**config.mk**
```make
export PLATFORM = sky130hd
export DESIGN_NAME = pc_fetch
export DESIGN_NICKNAME = d
export VERILOG_FILES = /design/src/rtl/mips_pkg.sv /design/src/rtl/npc.sv /design/src/rtl/pc_fetch.sv
export SDC_FILE = /design/constraint.sdc
export NUM_CORES = 1
export LEC_CHECK = 0
export CORE_MARGIN = 1
export CORE_UTILIZATION = 45
export CTS_CLUSTER_SIZE = 16
export DETAILED_ROUTE_END_ITERATION = 10
export HOLD_SLACK_MARGIN = 0.12
export PLACE_DENSITY = 0.86
export SETUP_SLACK_MARGIN = 0.3
export SLEW_MARGIN = 20
export SYNTH_ARGS = -nofsm -noshare
export SYNTH_HDL_FRONTEND = slang
export SYNTH_SLANG_ARGS = --single-unit
```
**constraint.sdc**
```tcl
create_clock -name clk -period 6.1 [get_ports clk]
set_input_delay 1.525 -clock clk [delete_from_list [all_inputs] [get_ports clk]]
set_output_delay 1.525 -clock clk [all_outputs]
set_load 0.01 [all_outputs]
```
**src/rtl/mips_pkg.sv**
```systemverilog
// Shared definitions for the MIPS fetch path: next-PC selector codes,
// fetch FSM states and the default reset vector.
package mips_pkg;

  localparam logic [1:0] NPC_SEQ = 2'b00;
  localparam logic [1:0] NPC_BR  = 2'b01;
  localparam logic [1:0] NPC_J   = 2'b10;
  localparam logic [1:0] NPC_JR  = 2'b11;

  typedef enum logic {
    ST_RUN    = 1'b0,
    ST_HALTED = 1'b1
  } state_t;

  localparam logic [31:0] MIPS_RESET_PC = 32'h0000_3000;

endpackage

```
**src/rtl/npc.sv**
```systemverilog
// Next-PC candidate generator: selects sequential/branch/jump/jr target
// and flags whether it is a legal fetch address for the instruction memory.
module npc
  import mips_pkg::*;
#(
  parameter logic [31:0] RESET_PC  = MIPS_RESET_PC,
  parameter int          IM_ADDR_W = 10
) (
  input  logic [31:0] i_pc,
  input  logic [1:0]  i_npc_op,
  input  logic        i_branch_taken,
  input  logic [15:0] i_imm16,
  input  logic [25:0] i_target26,
  input  logic [31:0] i_rs_data,
  output logic [31:0] o_pc_plus4,
  output logic [31:0] o_cand,
  output logic        o_legal
);

  // Bounds held in 33 bits so the upper limit cannot wrap near the top of memory.
  localparam logic [32:0] LO_BOUND = {1'b0, RESET_PC};
  localparam logic [32:0] HI_BOUND = LO_BOUND + (33'd4 << IM_ADDR_W);

  logic [31:0] w_seq;
  logic [31:0] w_br_off;
  logic [31:0] w_br;
  logic [31:0] w_jmp;
  logic [32:0] w_cand_ext;

  assign w_seq      = i_pc + 32'd4;
  assign w_br_off   = {{14{i_imm16[15]}}, i_imm16, 2'b00};
  assign w_br       = w_seq + w_br_off;
  assign w_jmp      = {w_seq[31:28], i_target26, 2'b00};
  assign o_pc_plus4 = w_seq;

  always_comb begin
    o_cand = w_seq;
    case (i_npc_op)
      NPC_SEQ: o_cand = w_seq;
      NPC_BR:  o_cand = i_branch_taken ? w_br : w_seq;
      NPC_J:   o_cand = w_jmp;
      NPC_JR:  o_cand = i_rs_data;
      default: o_cand = w_seq;
    endcase
  end

  assign w_cand_ext = {1'b0, o_cand};
  assign o_legal    = (o_cand[1:0] == 2'b00) &&
                      (w_cand_ext >= LO_BOUND) &&
                      (w_cand_ext < HI_BOUND);

endmodule

```
**src/rtl/pc_fetch.sv**
```systemverilog
// Program counter register with a RUN/HALTED fetch FSM; freezes on a halt
// request or an illegal next-PC and only reset brings it back to RUN.
module pc_fetch
  import mips_pkg::*;
#(
  parameter logic [31:0] RESET_PC  = MIPS_RESET_PC,
  parameter int          IM_ADDR_W = 10
) (
  input  logic                 clk,
  input  logic                 rst,
  input  logic                 stall,
  input  logic [1:0]           npc_op,
  input  logic                 branch_taken,
  input  logic [15:0]          imm16,
  input  logic [25:0]          target26,
  input  logic [31:0]          rs_data,
  input  logic                 halt,
  output logic [31:0]          pc,
  output logic [31:0]          pc_plus4,
  output logic [IM_ADDR_W-1:0] im_addr,
  output logic                 halted,
  output logic                 addr_err
);

  state_t      r_state;
  state_t      w_state_next;
  logic [31:0] r_pc;
  logic [31:0] w_pc_next;
  logic        r_addr_err;
  logic        w_addr_err_next;
  logic [31:0] w_cand;
  logic        w_legal;

  npc #(
    .RESET_PC  (RESET_PC),
    .IM_ADDR_W (IM_ADDR_W)
  ) u_npc (
    .i_pc           (r_pc),
    .i_npc_op       (npc_op),
    .i_branch_taken (branch_taken),
    .i_imm16        (imm16),
    .i_target26     (target26),
    .i_rs_data      (rs_data),
    .o_pc_plus4     (pc_plus4),
    .o_cand         (w_cand),
    .o_legal        (w_legal)
  );

  always_ff @(posedge clk) begin
    if (rst) begin
      r_state    <= ST_RUN;
      r_pc       <= RESET_PC;
      r_addr_err <= 1'b0;
    end else begin
      r_state    <= w_state_next;
      r_pc       <= w_pc_next;
      r_addr_err <= w_addr_err_next;
    end
  end

  // Stall outranks halt, halt outranks an illegal redirect.
  always_comb begin
    w_state_next    = r_state;
    w_pc_next       = r_pc;
    w_addr_err_next = r_addr_err;
    if (r_state == ST_RUN && !stall) begin
      if (halt) begin
        w_state_next = ST_HALTED;
      end else if (!w_legal) begin
        w_state_next    = ST_HALTED;
        w_addr_err_next = 1'b1;
      end else begin
        w_pc_next = w_cand;
      end
    end
  end

  assign pc       = r_pc;
  assign im_addr  = r_pc[IM_ADDR_W+1:2];
  assign halted   = (r_state == ST_HALTED);
  assign addr_err = r_addr_err;

endmodule

```
==> key figures, run 1 <==
Outcome
  – Run status: completed

Power and ir drop
  – Ratio of total power to cell area: 108 nW/µm²
  – Part of the power in combinational logic: 0.311
  – Share of total power consumed by net switching: 0.293
  – LEAKAGE: 2.59 nW
  – Net switching power: 0.000217 W
  – Internal power: 0.000523 W
  – Proportion of power drawn by the clock network: 0.386
  – Worst IR Drop VDD: 0.219 mV
  – Share of total power in sequential cells: 0.303

Placement
  – Worst slack, placed: 0.418 ns
  – Port buffer count: 156
  – RePlAce Congestion: 0.997
  – Hpwl dp: 15800 µm

Setup path
  – Highest cell delay on the worst timing path: 0.52 ns
  – Worst path top cell family by delay: compound AO/OA/AOI/OAI gates
  – Startpoint of the lowest-slack register-to-register path: pc[2]
  – Series of cell instances along the critical path: clkdlybuf4s50_1 -> ha_1 -> inv_1 -> fa_1 -> nand2b_1 -> a21oi_2 -> o211ai_1 -> a21oi_2 -> o21ai_0 -> mux2_2 -> a2111oi_1 -> buf_4 -> and4_4 -> a31oi_4 -> and2_1
  – Worst setup SP type: primary input
  – Critical-path maximum fanout: 22
  – Critical path launch point: imm16[0]
  – Data required time of the worst path: 6.27 ns
  – Bufs and invs on worst path: 3
  – Most frequent cell on the critical path: sky130_fd_sc_hd__a21oi_2
  – Arr. time, crit path: 5.65 ns
  – Worst setup path category: primary input to register
  – Critical Path Slowest Stage Cell: sky130_fd_sc_hd__a2111oi_1
  – Type of element capturing the critical path: register

Route
  – Average vias per placed instance: 6.34
  – Routed vias: 6240
  – Post-DRT Antenna Nets: 0
  – DRC viols: 0
  – Final routed wire length divided by cell count: 20.0 µm
  – Pre-antenna DRT Iters: 5
  – 1st-iter DRT viols: 588
  – Wire length reported by the detailed router: 19700 µm

Worst hold path
  – Worst Hold Class: register to register
  – Beginning of the worst hold path: addr_err

GRT
  – Sum of overflow across all layers after global routing: 0
  – First-pass GRT wire length: 29300 µm
  – Total GRT Usage: 0.319
  – Pin count of the biggest net entering global routing: 33
  – Initial antenna violation count: 0
  – Via count of the first global-routing pass: 5535

Clock tree
  – H-Tree Level Count: 2
  – Number of buffers created by CTS: 5
  – Buffer cell driving the clock tree root: sky130_fd_sc_hd__clkbuf_16
  – Clock input transition at the sequential cells of the worst setup and hold paths: 0.05 ns
  – TritonCTS clock tree: done
  – Post-CTS setup repair buffer count: 0
  – CTS sink count: 34
  – Worst-case clock buffer depth: 2
  – Hold buffer count at cts: 0
  – Clock latency of the later-clocked register in the worst-skew pair: 0.28 ns
  – Post-CTS sizing: 0

STA
  – Worst slew slack as a fraction of its limit: 0.432
  – Final Skew: 0.00483 ns
  – Final count of hold timing violations: 0
  – Post-route clock period utilization: 0.898
  – Fmax: 183 MHz
  – Setup tns final: 0 ns
  – RSZ-0062 raised after global routing: false
  – Setup ws final: 0.624 ns
  – Number of max-slew violations in the final report: 0
  – Pin slew with the least headroom to its limit: 0.852 ns
  – Final number of setup-violating endpoints: 0
  – Clock period minus worst slack: 5.48 ns

Die
  – I/O pin count: 157
  – Core ar.: 11000 µm²
  – Width of the chip: 109 µm
  – Placement row count: 38
  – Area enclosed by the die boundary: 11900 µm²
  – Vertical die dimension: 109 µm
  – Initial core utilization: 0.468

Synth
  – Seq/Total Area, Yosys: 0.132
  – Most common flop cell mapped by yosys: sky130_fd_sc_hd__dfxtp_1
  – Ys Warns: 0
  – Cells after synthesis: 721
  – Net Count, Synth: 836
  – Number of flops mapped to enable cells by yosys: 0
  – Proportion of synthesized flip-flops having asynchronous set or reset: 0
  – Synth Cell Area: 5160 µm²
  – Average footprint of a synthesized cell: 7.16 µm²
  – Count of different cell masters after synthesis: 79
  – Post-synthesis sequential element count: 34

Cells and area
  – Share of cells above drive strength 1: 0.0723
  – Antenna Cells: 0
  – Nets: 958
  – P&R area growth vs syn: 33.1%

Flow run
  – Maxcap violations: 0
routing by layer:
metal	track usage	wire length (µm)	vias up
met5	0	0	-
met4	0.129	648	0
met3	0.0484	1810	39
li1	-	-	2948
met2	0.489	8670	328
met1	0.442	8580	2925
kinds of logic after synthesis:
logic type,share of synthesized area
muxes,0.0550
xor gates and xnor gates,0.0679
DFF,0.132
AOI/OAI and AO/OA,0.277
buffers and inverters,0.0708
and+or+nand+nor,0.314
adders and majority gates,0.0839
path summary, 6_finish.rpt:
path         endpoint  slack [ns]  depth (start not counted)
max            pc[31]        0.62                         15
min          addr_err        0.51                          1
max reg2reg    pc[31]        0.74                         17
min reg2reg  addr_err        0.51                          1
flip-flops by register name, indices dropped and copies added (netlist names):
register / flops
addr_err: 1
pc: 32
halted: 1
synthesized netlist by cell type, types with 5 or more instances:
cell / n / area (µm²)
sky130_fd_sc_hd__a211oi_1: 17 / 128
sky130_fd_sc_hd__a21o_1: 8 / 60.1
sky130_fd_sc_hd__a21oi_1: 61 / 305
sky130_fd_sc_hd__a31oi_1: 8 / 50.1
sky130_fd_sc_hd__and2_1: 16 / 100
sky130_fd_sc_hd__and2_4: 10 / 87.6
sky130_fd_sc_hd__and3_1: 6 / 37.5
sky130_fd_sc_hd__and4_1: 5 / 43.8
sky130_fd_sc_hd__buf_2: 10 / 50.1
sky130_fd_sc_hd__buf_4: 14 / 105
sky130_fd_sc_hd__clkbuf_1: 26 / 97.6
sky130_fd_sc_hd__dfxtp_1: 34 / 681
sky130_fd_sc_hd__ha_1: 33 / 413
sky130_fd_sc_hd__inv_1: 15 / 56.3
sky130_fd_sc_hd__mux2i_1: 25 / 250
sky130_fd_sc_hd__nand2_1: 66 / 248
sky130_fd_sc_hd__nand2b_1: 13 / 81.3
sky130_fd_sc_hd__nand3_1: 21 / 105
sky130_fd_sc_hd__nand4_1: 37 / 231
sky130_fd_sc_hd__nor2_1: 64 / 240
sky130_fd_sc_hd__nor3_1: 20 / 100
sky130_fd_sc_hd__o211ai_1: 9 / 67.6
sky130_fd_sc_hd__o21a_1: 10 / 75.1
sky130_fd_sc_hd__o21ai_0: 45 / 225
sky130_fd_sc_hd__o21ai_1: 6 / 30.0
sky130_fd_sc_hd__o22ai_1: 5 / 31.3
sky130_fd_sc_hd__or3_1: 5 / 31.3
sky130_fd_sc_hd__xnor2_1: 24 / 210
sky130_fd_sc_hd__xor2_1: 16 / 140
placed cells by master (no fill, tap or decap), types with 9 or more instances in the layout:
cell,count
sky130_fd_sc_hd__o211ai_1,9
sky130_fd_sc_hd__xnor2_1,24
sky130_fd_sc_hd__nand2_1,66
sky130_fd_sc_hd__a21oi_1,61
sky130_fd_sc_hd__nand2b_1,13
sky130_fd_sc_hd__nand4_1,37
sky130_fd_sc_hd__buf_4,16
sky130_fd_sc_hd__o21ai_0,45
sky130_fd_sc_hd__clkdlybuf4s50_1,154
sky130_fd_sc_hd__dfxtp_1,34
sky130_fd_sc_hd__inv_1,15
sky130_fd_sc_hd__nand3_1,21
sky130_fd_sc_hd__nor3_1,19
sky130_fd_sc_hd__and2_4,10
sky130_fd_sc_hd__mux2i_1,25
sky130_fd_sc_hd__xor2_1,16
sky130_fd_sc_hd__and2_1,16
sky130_fd_sc_hd__ha_1,33
sky130_fd_sc_hd__o21a_1,10
sky130_fd_sc_hd__nor2_1,64
sky130_fd_sc_hd__a211oi_1,17
final cells by class:
class | instances | area, µm²
Fill cell | 990 | 4160
Multi-Input combinational cell | 615 | 4120
Timing Repair Buffer | 172 | 1670
Sequential cell | 34 | 681
Tap cell | 140 | 175
Clock buffer | 6 | 129
Inverter | 15 | 56.3
Clock inverter | 2 | 37.5
power groups by stage:
stage / clock (W) / sequential, W / combinational, W
2_1_floorplan: 0 / 0.000229 / 0.000127
3_3_place_gp: 0 / 0.000229 / 0.000223
3_5_place_dp: 0 / 0.000229 / 0.000224
4_1_cts: 0.000287 / 0.000224 / 0.000225
5_1_grt: 0.000299 / 0.000224 / 0.000248
6_report: 0.000286 / 0.000224 / 0.000230
stage by stage:
stage / hold WS [ns] / cells / total power [W] / util / instance area [µm²]
6_report: 0.505 / 984 / 0.000741 / 0.623 / 6870
3_3_place_gp: 0.478 / 976 / 0.000452 / 0.607 / 6700
3_5_place_dp: 0.496 / 976 / 0.000452 / 0.608 / 6710
2_1_floorplan: 0.523 / 721 / 0.000356 / - / 5160
5_1_grt: 0.529 / 984 / 0.000770 / 0.623 / 6870
4_1_cts: 0.501 / 984 / 0.000737 / 0.623 / 6870
Power figures use the tool's default switching activity.
==> run 2, diff against run 1 <==
--- a/config.mk
+++ b/config.mk
@@ -11,6 +11,7 @@
 export DETAILED_ROUTE_END_ITERATION = 10
 export HOLD_SLACK_MARGIN = 0.12
 export PLACE_DENSITY = 0.86
+export REMOVE_ABC_BUFFERS = 1
 export SETUP_SLACK_MARGIN = 0.3
 export SLEW_MARGIN = 20
 export SYNTH_ARGS = -nofsm -noshare
==> key figures, run 2 (same netlist as run 1, synthesis figures left out) <==
Outcome
  – Run status: completed

Cells and area
  – Share of cells above drive strength 1: 0.0724
  – Top library cells by usage in the layout, fill and taps aside: sky130_fd_sc_hd__clkdlybuf4s50_1 (153), sky130_fd_sc_hd__nand2_1 (66), sky130_fd_sc_hd__nor2_1 (64)
  – Leading cell type in the layout, fill and taps excluded: sky130_fd_sc_hd__clkdlybuf4s50_1
  – Cell area after layout: 6850 µm²
  – P&R area growth vs syn: 32.7%
  – Nets: 956
  – Final-layout fill cell count: 1010
  – Antenna Cells: 0
  – Number of flip-flops under the largest register name: 32

Setup path
  – Worst setup SP type: primary input
  – Data required time of the worst path: 6.27 ns
  – Critical-path maximum fanout: 22
  – Worst setup path category: primary input to register
  – R2R setup slack: 0.69 ns
  – Type of element capturing the critical path: register
  – Arr. time, crit path: 5.63 ns

Power and ir drop
  – Ratio of total power to cell area: 102 nW/µm²
  – Final Total Pwr: 0.000701 W
  – LEAKAGE: 2.59 nW
  – Worst IR Drop VDD: 0.200 mV

Clock tree
  – H-Tree Level Count: 2
  – CTS sink count: 34
  – TritonCTS clock tree: done
  – Worst-case clock buffer depth: 2
  – Number of buffers created by CTS: 5
  – Post-CTS setup repair buffer count: 0
  – Clock input transition at the sequential cells of the worst setup and hold paths: 0.05 ns
  – Clock latency of the later-clocked register in the worst-skew pair: 0.28 ns
  – Buffer cell driving the clock tree root: sky130_fd_sc_hd__clkbuf_16

Placement
  – RePlAce Congestion: 0.998
  – Area after DPL: 6690 µm²
  – Port buffer count: 156
  – Hpwl dp: 15600 µm

GRT
  – Pin count of the biggest net entering global routing: 29
  – Sum of overflow across all layers after global routing: 0
  – Total GRT Usage: 0.319
  – Initial antenna violation count: 0
  – Via count of the first global-routing pass: 5695
  – First-pass GRT wire length: 29400 µm

STA
  – Final number of setup-violating endpoints: 0
  – Fmax: 183 MHz
  – Number of max-slew violations in the final report: 0
  – Setup tns final: 0 ns
  – Final Skew: 0.00584 ns
  – Post-route clock period utilization: 0.896
  – Worst slew slack as a fraction of its limit: 0.409
  – Final count of hold timing violations: 0
  – RSZ-0062 raised after global routing: false
  – Clock period minus worst slack: 5.46 ns
  – Pin slew with the least headroom to its limit: 0.875 ns
  – Worst hold slack: 0.530 ns

Die
  – Core ar.: 11000 µm²
  – Vertical die dimension: 109 µm
  – I/O pin count: 157
  – Area enclosed by the die boundary: 11900 µm²
  – Initial core utilization: 0.468
  – Placement row count: 38
  – Width of the chip: 109 µm

Flow run
  – Maxcap violations: 0

Route
  – Wire length reported by the detailed router: 19400 µm
  – Final routed wire length divided by cell count: 19.7 µm
  – DRC viols: 0
  – Pre-antenna DRT Iters: 5
  – Average vias per placed instance: 6.33
  – 1st-iter DRT viols: 712
  – Post-DRT Antenna Nets: 0
  – Routed vias: 6213

Worst hold path
  – Worst Hold Class: register to register
==> run 2: changes by cell type in the layout (fill, tap and decap cells not counted) <==
cell	previous run	this run
sky130_fd_sc_hd__ha_1	33	32
sky130_fd_sc_hd__xnor2_2	0	1
sky130_fd_sc_hd__clkinv_2	0	1
sky130_fd_sc_hd__dlymetal6s2s_1	0	1
sky130_fd_sc_hd__clkinvlp_4	1	0
sky130_fd_sc_hd__xnor2_1	24	23
sky130_fd_sc_hd__clkdlybuf4s50_1	154	153
sky130_fd_sc_hd__bufinv_16	1	0
sky130_fd_sc_hd__ha_2	0	1
sky130_fd_sc_hd__clkbuf_8	0	1
sky130_fd_sc_hd__buf_4	16	14
==> run 2: stage by stage <==
stage | utilization | setup WS (ns) | instances
floorplan | - | 1.37 | 664
global placement | 0.606 | 0.323 | 974
detailed placement | 0.606 | 0.247 | 974
CTS | 0.619 | 0.509 | 982
global route | 0.621 | 0.310 | 982
finish | 0.621 | 0.636 | 982
==> run 2: timing repair <==
action	CTS	global route
gates resized for setup	0	3
hold endpoints to repair	0	0
setup endpoints to repair	0	31
hold buffers	0	0
==> run 2: path summary, 6_finish.rpt <==
kind | startpoint | end | cells after the start
max | imm16[0] | pc[27] | 14
max reg2reg | pc[3] | pc[27] | 17
min reg2reg | pc[1] | pc[1] | 1
min | pc[1] | pc[1] | 1
==> run 2: final cells by class <==
| type | instances | area (µm²) | area share |
|---|---|---|---|
| inverters | 15 | 56.3 | 0.00822 |
| repair buffers | 170 | 1660 | 0.242 |
| clock inverters | 1 | 5.00 | 0.000731 |
| well taps | 140 | 175 | 0.0256 |
| flip-flops and latches | 34 | 681 | 0.0994 |
| multi-input cells | 615 | 4130 | 0.603 |
| clock buffers | 7 | 143 | 0.0208 |
==> run 2: report_power, final <==
part | switching (W) | internal [W]
Combinational | 0.000123 | 0.000106
Sequential | 0.000000980 | 0.000223
Clock | 0.0000864 | 0.000161
Total | 0.000210 | 0.000491
==> run 2: metal layers <==
metal	global-route usage	routed length (µm)	vias up	share of wire
met5	0	0	-	0
met4	0.110	536	0	0.028
met3	0.0538	2030	47	0.10
met2	0.507	8740	385	0.45
met1	0.432	8080	2848	0.42
li1	-	-	2933	-
==> run 2: worst max-delay path, cell delays in order <==
cell and delay [ns]:
sky130_fd_sc_hd__clkdlybuf4s50_1 0.47, sky130_fd_sc_hd__ha_1 0.19, sky130_fd_sc_hd__inv_1 0.06, sky130_fd_sc_hd__fa_1 0.37
sky130_fd_sc_hd__nand2b_1 0.20, sky130_fd_sc_hd__a21oi_2 0.22, sky130_fd_sc_hd__o211ai_1 0.19, sky130_fd_sc_hd__a21oi_2 0.26
sky130_fd_sc_hd__o21ai_0 0.12, sky130_fd_sc_hd__mux2_2 0.30, sky130_fd_sc_hd__a2111oi_1 0.69, sky130_fd_sc_hd__and4_4 0.48
sky130_fd_sc_hd__a31oi_4 0.25, sky130_fd_sc_hd__and2_1 0.28
==> run 3, diff against run 2 <==
--- a/config.mk
+++ b/config.mk
@@ -10,6 +10,7 @@
 export CTS_CLUSTER_SIZE = 16
 export DETAILED_ROUTE_END_ITERATION = 10
 export HOLD_SLACK_MARGIN = 0.12
+export MAX_ROUTING_LAYER = met4
 export PLACE_DENSITY = 0.86
 export REMOVE_ABC_BUFFERS = 1
 export SETUP_SLACK_MARGIN = 0.3
==> key figures, run 3 (same netlist as run 1, synthesis figures left out) <==
Setup path
  – Data required time of the worst path: 6.24 ns
  – Arr. time, crit path: 5.75 ns
  – Startpoint of the lowest-slack register-to-register path: pc[7]
  – Most frequent cell on the critical path: sky130_fd_sc_hd__a21oi_1
  – Bufs and invs on worst path: 2
  – Worst reg2reg endpoint: pc[0]
  – Type of element capturing the critical path: register
  – Endpoint of the most critical setup path: pc[7]
  – Series of cell instances along the critical path: clkdlybuf4s50_1 -> ha_1 -> a21oi_1 -> o21a_1 -> o221ai_1 -> inv_1 -> nand4b_1 -> mux2_2 -> a2111oi_1 -> nand4_1 -> o21ai_0 -> a21oi_1
  – Worst path top cell family by delay: compound AO/OA/AOI/OAI gates
  – Critical Path Slowest Stage Cell: sky130_fd_sc_hd__clkdlybuf4s50_1
  – Worst setup path category: primary input to register
  – Highest cell delay on the worst timing path: 0.68 ns
  – Critical-path maximum fanout: 11
  – R2R setup slack: 0.57 ns
  – Worst setup SP type: primary input
  – Stages on worst setup path: 12
  – Critical path launch point: imm16[15]
  – Path depth of the worst reg2reg path: 15

Cells and area
  – Antenna Cells: 0
  – Leading cell type in the layout, fill and taps excluded: sky130_fd_sc_hd__clkdlybuf4s50_1
  – Number of flip-flops under the largest register name: 32
  – Cell area after layout: 6830 µm²
  – Nets: 955
  – P&R area growth vs syn: 32.3%
  – Share of cells above drive strength 1: 0.0690
  – Top library cells by usage in the layout, fill and taps aside: sky130_fd_sc_hd__clkdlybuf4s50_1 (154), sky130_fd_sc_hd__nand2_1 (66), sky130_fd_sc_hd__nor2_1 (64)

GRT
  – Via count of the first global-routing pass: 5618
  – First-pass GRT wire length: 29800 µm
  – Initial antenna violation count: 0
  – Sum of overflow across all layers after global routing: 0
  – Total GRT Usage: 0.333
  – Pin count of the biggest net entering global routing: 33

Clock tree
  – Worst-case clock buffer depth: 2
  – Number of buffers created by CTS: 5
  – Buffer cell driving the clock tree root: sky130_fd_sc_hd__clkbuf_16
  – TritonCTS clock tree: done
  – Hold buffer count at cts: 0
  – Clock input transition at the sequential cells of the worst setup and hold paths: 0.05 ns
  – Post-CTS setup repair buffer count: 0
  – CTS sink count: 34
  – Post-CTS sizing: 0
  – H-Tree Level Count: 2
  – Clock latency of the later-clocked register in the worst-skew pair: 0.28 ns

STA
  – Post-route clock period utilization: 0.920
  – Final number of setup-violating endpoints: 0
  – Setup tns final: 0 ns
  – Clock period minus worst slack: 5.61 ns
  – Pin slew with the least headroom to its limit: 0.957 ns
  – Final count of hold timing violations: 0
  – Number of max-slew violations in the final report: 0
  – RSZ-0062 raised after global routing: false
  – Worst slew slack as a fraction of its limit: 0.354
  – Final Skew: 0.00988 ns
  – Fmax: 178 MHz
  – Worst hold slack: 0.492 ns

Placement
  – Port buffer count: 156
  – RePlAce Congestion: 1.01
  – Hpwl dp: 15600 µm
  – Area after DPL: 6680 µm²

Route
  – 1st-iter DRT viols: 600
  – Post-DRT Antenna Nets: 0
  – Routed vias: 6252
  – Pre-antenna DRT Iters: 6
  – Wire length reported by the detailed router: 19700 µm
  – DRC viols: 0
  – Final routed wire length divided by cell count: 20.0 µm
  – Average vias per placed instance: 6.37

Die
  – I/O pin count: 157
  – Core ar.: 11000 µm²
  – Initial core utilization: 0.468
  – Area enclosed by the die boundary: 11900 µm²
  – Placement row count: 38
  – Width of the chip: 109 µm
  – Vertical die dimension: 109 µm

Power and ir drop
  – LEAKAGE: 2.57 nW
  – Worst IR Drop VDD: 0.185 mV
  – Final Total Pwr: 0.000703 W
  – Ratio of total power to cell area: 103 nW/µm²

Outcome
  – Run status: completed

Flow run
  – Maxcap violations: 0

Worst hold path
  – Worst Hold Class: register to register
==> run 3: cell types whose count changed in the layout (fill, tap and decap cells not counted), sizes merged <==
cell / previous run / this run
buf: 16 / 15
dlymetal6s2s: 1 / 0
clkdlybuf4s50: 153 / 154
==> run 3: layout make-up <==
class	instances	area, µm²
Timing Repair Buffer	169	1650
Clock inverter	1	5.00
Sequential cell	34	681
Clock buffer	7	143
Inverter	15	56.3
Multi-Input combinational cell	615	4120
Fill cell	994	4200
Tap cell	140	175
==> run 3: how the worst min path moves through the flow <==
stage	endpoint	startpoint	cells past startpoint	slack, ns
2_1_floorplan	addr_err	addr_err	1	0.53
3_3_place_gp	addr_err	addr_err	1	0.48
3_5_place_dp	addr_err	addr_err	1	0.48
4_1_cts	addr_err	addr_err	1	0.49
5_1_grt	pc[1]	pc[1]	1	0.52
6_report	addr_err	addr_err	1	0.49
==> run 3: routing by layer <==
metal / up-vias / wire length [µm] / global-route usage
met5: - / 0 / -
met4: 0 / 518 / 0.0946
met3: 51 / 2060 / 0.0472
met2: 352 / 8790 / 0.509
met1: 2911 / 8290 / 0.453
li1: 2938 / - / -
==> run 3: report_power, final <==
part	internal, W	switching, W	leakage [nW]	total [W]
sequential	0.000223	0.000000827	0.274	0.000224
combinational	0.000106	0.000123	2.22	0.000229
clock	0.000162	0.0000889	0.0739	0.000250
total	0.000491	0.000213	2.57	0.000703
==> run 3: worst reg2reg max path, stage by stage (launching register included) <==
cell                        delay (ns)
sky130_fd_sc_hd__dfxtp_1          0.48
sky130_fd_sc_hd__nand4_2          0.40
sky130_fd_sc_hd__nor4_4           0.59
sky130_fd_sc_hd__nand3_1          0.16
sky130_fd_sc_hd__xnor2_1          0.46
sky130_fd_sc_hd__ha_1             0.42
sky130_fd_sc_hd__a21oi_1          0.26
sky130_fd_sc_hd__o21ai_0          0.18
sky130_fd_sc_hd__a21oi_1          0.27
sky130_fd_sc_hd__o211ai_1         0.25
sky130_fd_sc_hd__a2111oi_0        0.45
sky130_fd_sc_hd__a211oi_1         0.10
sky130_fd_sc_hd__nor4_1           0.43
sky130_fd_sc_hd__and4_4           0.40
sky130_fd_sc_hd__a31oi_4          0.26
sky130_fd_sc_hd__and2_1           0.30
==> run 3: metrics by stage <==
step | util | cells | setup WS [ns]
after floorplan | - | 664 | 1.37
after global placement | 0.605 | 973 | 0.339
after detailed placement | 0.605 | 973 | 0.282
after CTS | 0.619 | 981 | 0.574
after global routing | 0.619 | 981 | 0.302
final | 0.619 | 981 | 0.490
